--- src/rtl/plab2_proc_alu_arb.sv ---
// plab2_proc_alu_arb: two-client arbiter sequencing one shared combinational ALU,
// one operation in flight, with optional scrubbing of secure-domain state.
module plab2_proc_alu_arb #(
    parameter int p_nbits = 32,
    parameter bit p_scrub = 1'b1
) (
    input  logic               clk,
    input  logic               reset,
    input  logic               req0_val,
    output logic               req0_rdy,
    input  logic [3:0]         req0_fn,
    input  logic [p_nbits-1:0] req0_a,
    input  logic [p_nbits-1:0] req0_b,
    input  logic               req0_domain,
    input  logic               req1_val,
    output logic               req1_rdy,
    input  logic [3:0]         req1_fn,
    input  logic [p_nbits-1:0] req1_a,
    input  logic [p_nbits-1:0] req1_b,
    input  logic               req1_domain,
    output logic               resp0_val,
    input  logic               resp0_rdy,
    output logic [p_nbits-1:0] resp0_data,
    output logic               resp0_err,
    output logic               resp1_val,
    input  logic               resp1_rdy,
    output logic [p_nbits-1:0] resp1_data,
    output logic               resp1_err,
    output logic [3:0]         alu_fn,
    output logic [p_nbits-1:0] alu_in0,
    output logic [p_nbits-1:0] alu_in1,
    output logic               alu_domain,
    input  logic [p_nbits-1:0] alu_out,
    output logic               busy
);
    typedef enum logic [1:0] {IDLE, EXEC, RESP} state_t;
    state_t state, state_next;
    logic ptr, owner, domain, err, idle, g1, fire, resp_rdy, done;
    logic [3:0] fn;
    logic [p_nbits-1:0] a, b, result;

    // g1: client 1 wins when it is the lone requester or the pointer favours it
    always_comb begin
        idle = reset && state == IDLE;
        g1 = req1_val && (!req0_val || ptr);
        req0_rdy = idle && req0_val && !g1;
        req1_rdy = idle && g1;
        fire = req0_rdy || req1_rdy;
        resp_rdy = owner ? resp1_rdy : resp0_rdy;
        done = state == RESP && resp_rdy;
        state_next = state == IDLE ? (fire ? EXEC : IDLE) :
                     state == EXEC ? RESP : (resp_rdy ? IDLE : RESP);
    end

    always_ff @(posedge clk or negedge reset) begin
        if (!reset) begin
            state  <= IDLE;
            ptr    <= 1'b0;
            owner  <= 1'b0;
            domain <= 1'b0;
            err    <= 1'b0;
            fn     <= '0;
            a      <= '0;
            b      <= '0;
            result <= '0;
        end else begin
            state <= state_next;
            if (fire) begin
                fn     <= g1 ? req1_fn : req0_fn;
                a      <= g1 ? req1_a : req0_a;
                b      <= g1 ? req1_b : req0_b;
                domain <= g1 ? req1_domain : req0_domain;
                owner  <= g1;
                ptr    <= !g1;
            end
            if (state == EXEC) begin
                result <= fn > 4'd12 ? '0 : alu_out;
                err    <= fn > 4'd12;
            end
            if (done && p_scrub && domain) begin
                fn     <= '0;
                a      <= '0;
                b      <= '0;
                result <= '0;
            end
        end
    end

    assign resp0_val  = reset && state == RESP && !owner;
    assign resp1_val  = reset && state == RESP && owner;
    assign resp0_data = result;
    assign resp1_data = result;
    assign resp0_err  = err;
    assign resp1_err  = err;
    assign alu_fn     = fn;
    assign alu_in0    = a;
    assign alu_in1    = b;
    assign alu_domain = domain;
    assign busy       = state != IDLE;
endmodule
--- config.mk ---
export PLATFORM = sky130hd
export DESIGN_NAME = plab2_proc_alu_arb
export DESIGN_NICKNAME = d
export VERILOG_FILES = /design/src/rtl/plab2_proc_alu_arb.sv
export SDC_FILE = /design/constraint.sdc
export NUM_CORES = 1
export LEC_CHECK = 0
export ABC_AREA = 1
export BUFFER_PORTS_ARGS = -buffer_cell sky130_fd_sc_hd__buf_2
export CAP_MARGIN = 10
export CORE_ASPECT_RATIO = 1.2
export CORE_MARGIN = 2
export CORE_UTILIZATION = 25
export DETAILED_ROUTE_END_ITERATION = 16
export GPL_TIMING_DRIVEN = 0
export PLACE_DENSITY_LB_ADDON = 0.25
export SYNTH_ARGS = -nofsm -noshare
export SYNTH_HDL_FRONTEND = slang
export SYNTH_SLANG_ARGS = --single-unit
--- constraint.sdc ---
create_clock -name clk -period 1.3 [get_ports clk]
set_clock_uncertainty 0.05 [all_clocks]
set_input_delay 0.13 -clock clk [delete_from_list [all_inputs] [get_ports clk]]
set_output_delay 0.13 -clock clk [all_outputs]
set_load 0.005 [all_outputs]
# Word level (Yosys, flattened, before mapping)
# Cells that the tools add are included.
word_totals:
  reg_bits: 106
  input_bits: 176
  out_inout_bits: 140
  word_cells: 49
classes:
  order_cmp: 1
  eq_ne: 2
  mux: 18
  reduce_logical: 19
op_table:
  columns: ["operator", "n"]
  rows:
  - ["2-to-1 mux 32 bit", 9]
  - ["2-to-1 mux 4 bit", 3]
  - ["logical AND 1 bit", 10]
  - ["2-to-1 mux 2 bit", 3]
  - ["nonzero test 2 bit", 3]
  - ["> comparator 4 bit (second input constant)", 1]
  - ["zero test 1 bit", 3]
  - ["2-to-1 mux 1 bit", 3]
  - ["== test 2 x 1 -> 1 bit (second input constant)", 1]
  - ["== test 2 bit (second input constant)", 1]
  - ["zero test 2 bit", 1]
  - ["logical OR 1 bit", 2]

# Longest topological paths before layout
logic_depth:
  word_depth: 8
  depth_mapped: 8
  mapped_depth_nobuf: 7

# Worst setup path before layout
# No wires, ideal clock.
synth_path:
  path_type: "register to register"
  start: "register state[0]"
  end: "register fn[0] (netlist: alu_fn[0])"
  setup_time_ns: 0.066
  t_arrival_ns: 1.159
  required_ns: 1.184
  setup_slack_ns: 0.026
  stages_incl_launch_ff: 9
  n_path_buf: 1
  period_less_slack_ns: 1.274
  cell_sequence: "dfrtp_1 > inv_1 > nand3_1 > inv_1 > nand2_4 > nand2_1 > buf_2 > nand2_1 > nand2_1"
synth_between:
  elab_chain_len: 6
  word_cells_on_any_way: 11
  cone_classes: "eq/ne: 1; mux: 1; reduce/logical: 9"
synth_lines:
  columns: ["element", "line", "source"]
  rows:
  - ["start: declaration", "37", "state_t state, state_next;"]
  - ["start signal: assignment", "67", "state <= state_next;"]
  - ["zero test 2 bit", "44", "idle = reset && state == IDLE;"]
  - ["logical AND 1 bit", "44", null]
  - ["logical AND 1 bit (2 in series)", "46", "req0_rdy = idle && req0_val && !g1;"]
  - ["logical OR 1 bit", "48", "fire = req0_rdy || req1_rdy;"]
  - ["nonzero test 2 bit (no line)", null, null]
  - ["end signal: assignment", "69", "fn <= g1 ? req1_fn : req0_fn;"]
  - ["end: declaration", "39", "logic [3:0] fn;"]
# Several ways; a longest one is shown, not always the timed one.
# A chain may end at the register's enable or synchronous reset.

# Final worst setup path
layout_path:
  start: "register state[0]"
  end: "output resp1_val"
layout_between:
  elab_chain_len: 3
layout_lines:
  columns: ["element", "line", "source"]
  rows:
  - ["== test 2 bit", "90", "assign resp1_val = reset && state == RESP && owner;"]
  - ["logical AND 1 bit (2 in series)", "90", null]
  - ["end: declaration", "25", "output logic resp1_val,"]
# Every way passes these cells.

==> results.json <==
{
  "run_status": "finished with violations",
  "violations": "hold timing, setup timing",
  "ys_types": 19,
  "tns_ns": -22.00,
  "drive_above_1_share_pct": 46.0,
  "dp_hpwl_um": 14800,
  "cts_buffer_depth": 2,
  "grt_antenna_before_repair": 0,
  "grt_pass1_wl_um": 32600,
  "leakagePower_nw": 5.52,
  "power_frac_comb_pct": 51.9,
  "synthDominantAreaCellType": "dfrtp_1",
  "die_area_mm2": 0.0230,
  "drv_cap": 0,
  "critical_path.reg2reg.startpoint": "state[0]$_DFF_PN0_",
  "num_vias": 6327,
  "avgSynthCellArea_um2": 7.37,
  "fp.dieW_um": 139,
  "p_int_mw": 10.8,
  "fmax_mhz": 634,
  "nets": 1330,
  "tightest_slew_ns": 0.330,
  "drc_errors": 0,
  "io_pins": 316,
  "synth_nets": 914,
  "insertion_delay_ns": 0.35,
  "first_iter_violations": 198,
  "p_clk_share_pct": 15.0,
  "cts_tree": "yes",
  "synth-edff-count": 0,
  "grt_start_max_net_pins": 46,
  "maxSlewHeadroom_pct": 78.0,
  "syn_to_final_growth_pct": 75.5,
  "drt_first_pass_iters": 4,
  "wirelength_um": 21900,
  "drv_slew": 0,
  "ys_seq_elements": 106,
  "synth_common_cells": "nand2_1 (417), dfrtp_1 (106), nand4_1 (68)",
  "cpPeakStageDelay_ns": 0.41,
  "reg2reg_slack_ns": -0.25,
  "cp_slowest_cell": "dfrtp_1",
  "io_buffers": 315,
  "finalCritPeriodShare_pct": 121,
  "final_cells": 1433,
  "placedCellCount": 1328,
  "antennaDiodeCount": 0,
  "syn_inst": 738,
  "max-vdd-ir-drop_uv": 879,
  "ys_seq_area_share_pct": 48.8,
  "root_buffer": "clkbuf_16",
  "wire_per_inst_um": 15.3,
  "detail-route-antenna-nets": 0,
  "pwr-share-seq_pct": 33.1,
  "power_switching_mw": 6.62,
  "cts.reportedPaths.clkPinSlew_ns": 0.07,
  "synth.most_common_cell": "nand2_1",
  "finalSetupViolations": 106,
  "overflow": 0,
  "place_congestion": 0.764,
  "floorplan.initialDensity_pct": 25.2,
  "clkSinkCount": 106,
  "grt.total_usage_pct": 18.1,
  "rsz0062_at_grt": "yes",
  "syn-cell-area_mm2": 0.00544,
  "hold_violations": 62,
  "die_h_um": 166,
  "crit_required_ns": 1.12,
  "switching_share_pct": 38.1,
  "critical_path_class": "register to output pin",
  "setup_slack_ns": -0.277,
  "end_kind": "output pin",
  "cp.arrival_ns": 1.40,
  "post-route-util_pct": 44.3,
  "p_per_area_mw_per_mm2": 1820,
  "cp-start-kind": "register",
  "yosysTopAreaCellShare_pct": 48.8,
  "hold_buffers": 32,
  "hold_path_class": "input pin to async pin",
  "core-area_mm2": 0.0216,
  "avgViaCountPerCell": 4.42,
  "numCtsBuffers": 9,
  "synth-async-reset-ratio_pct": 100,
  "path_max_fanout": 3,
  "grt_pass1_vias": 5863,
  "yosys_warnings": 0,
  "rows": 59,
  "r2r-end": "alu_in0[22]$_DFFE_PN0P_",
  "holdWs_ns": -0.422,
  "finalCriticalPeriod_ns": 1.58,
  "ff2ff_path_depth": 9,
  "crit_chain": "inv_2, buf_6, buf_4, nand3_4, nor2_4, buf_2",
  "yosys-top-cells-area": "dfrtp_1 (49%), nand2_1 (29%), nand4_1 (7.8%)",
  "h-tree-depth": 3,
  "synth-main-ff-cell": "dfrtp_1"
}
power by group through the flow:
stage / clock [mW] / combinational, mW / sequential, mW
after floorplan: 0 / 3.46 / 5.76
after global placement: 0 / 6.78 / 5.71
after detailed placement: 0 / 6.82 / 5.76
after CTS: 2.71 / 8.48 / 5.71
after global routing: 2.83 / 10.0 / 5.98
final: 2.60 / 9.03 / 5.76
placed cells by master (no fill, tap or decap), types with 3 or more instances in the layout:
master and instances:
nand2_8 8, buf_6 30, buf_12 3, inv_1 5, buf_2 314, inv_2 4, nand4_1 68, nor2_2 5
nand2_2 8, nor2_4 4, clkbuf_4 5, dfrtp_1 106, buf_16 7, buf_4 54, dlygate4sd3_1 32, nand3_2 30
nand3_1 4, buf_8 24, clkbuf_2 5, clkbuf_16 16, nand2_1 405
metrics by stage:
step	total power [mW]	worst slack (ns)	cell area [um2]
2_1_floorplan	9.23	0.0256	5440
3_3_place_gp	12.5	-2.81	7360
3_5_place_dp	12.6	-1.08	7390
4_1_cts	16.9	-0.306	9050
5_1_grt	18.8	-0.350	9540
6_report	17.4	-0.277	9540
worst max-delay path, delay by kind of cell (launching register included):
| kind | cells | cell delay (ns) |
|---|---|---|
| buffers and inverters | 4 | 0.46 |
| AND/OR/NAND/NOR | 2 | 0.18 |
| flip-flops | 1 | 0.41 |
per-layer routing:
layer	wire, um	GRT usage (%)	vias up
met5	0	0	-
met4	265	4.27	0
met3	1120	3.55	18
met2	11200	32.0	210
met1	9350	22.9	2930
li1	-	-	3169
cells by family (layout without fill, tap and decap cells):
| kind of cell | count (synthesis) | in the layout | share of synthesized area (%) |
|---|---|---|---|
| flip-flops | 106 | 106 | 48.8 |
| AND/OR/NAND/NOR | 533 | 537 | 41.3 |
| AO/OA/AOI/OAI | 5 | 5 | 0.529 |
| buffers and inverters | 94 | 511 | 9.41 |
final cells by class:
type	count	area, um2
plain buffers	82	827
clock buffers	11	233
clock inverters	5	38.8
fillers	2249	12000
inverters	10	40.0
multi-input cells	542	2660
flip-flops and latches	106	2650
well taps	274	343
repair buffers	403	2750
flip-flops by register name, summed over array words and instances, names as in the netlist:
register and count:
alu_fn 4, resp0_err 1, alu_in0 32, state 2
alu_domain 1, resp0_data 32, alu_in1 32, owner 1
ptr 1
worst max path at each step:
stage,endpoint,slack (ns),start,cells after the start
finish,resp1_val,-0.28,state[0]$_DFF_PN0_,6
global placement,alu_in1[10]$_DFFE_PN0P_,-2.81,reset,6
floorplan,alu_fn[0]$_DFFE_PN0P_,0.03,state[0]$_DFF_PN0_,8
detailed placement,alu_in0[25]$_DFFE_PN0P_,-1.08,reset,7
CTS,req0_rdy,-0.31,state[0]$_DFF_PN0_,5
global route,req1_rdy,-0.35,state[0]$_DFF_PN0_,7
repair_timing:
item | CTS | global route
setup buffers | 29 | 13
gates cloned | 14 | 8
setup endpoints to repair | 110 | 111
hold endpoints to repair | 94 | 62
pin swaps | 12 | 22
gates resized for setup | 167 | 74
(Power assumes the default switching activity.)
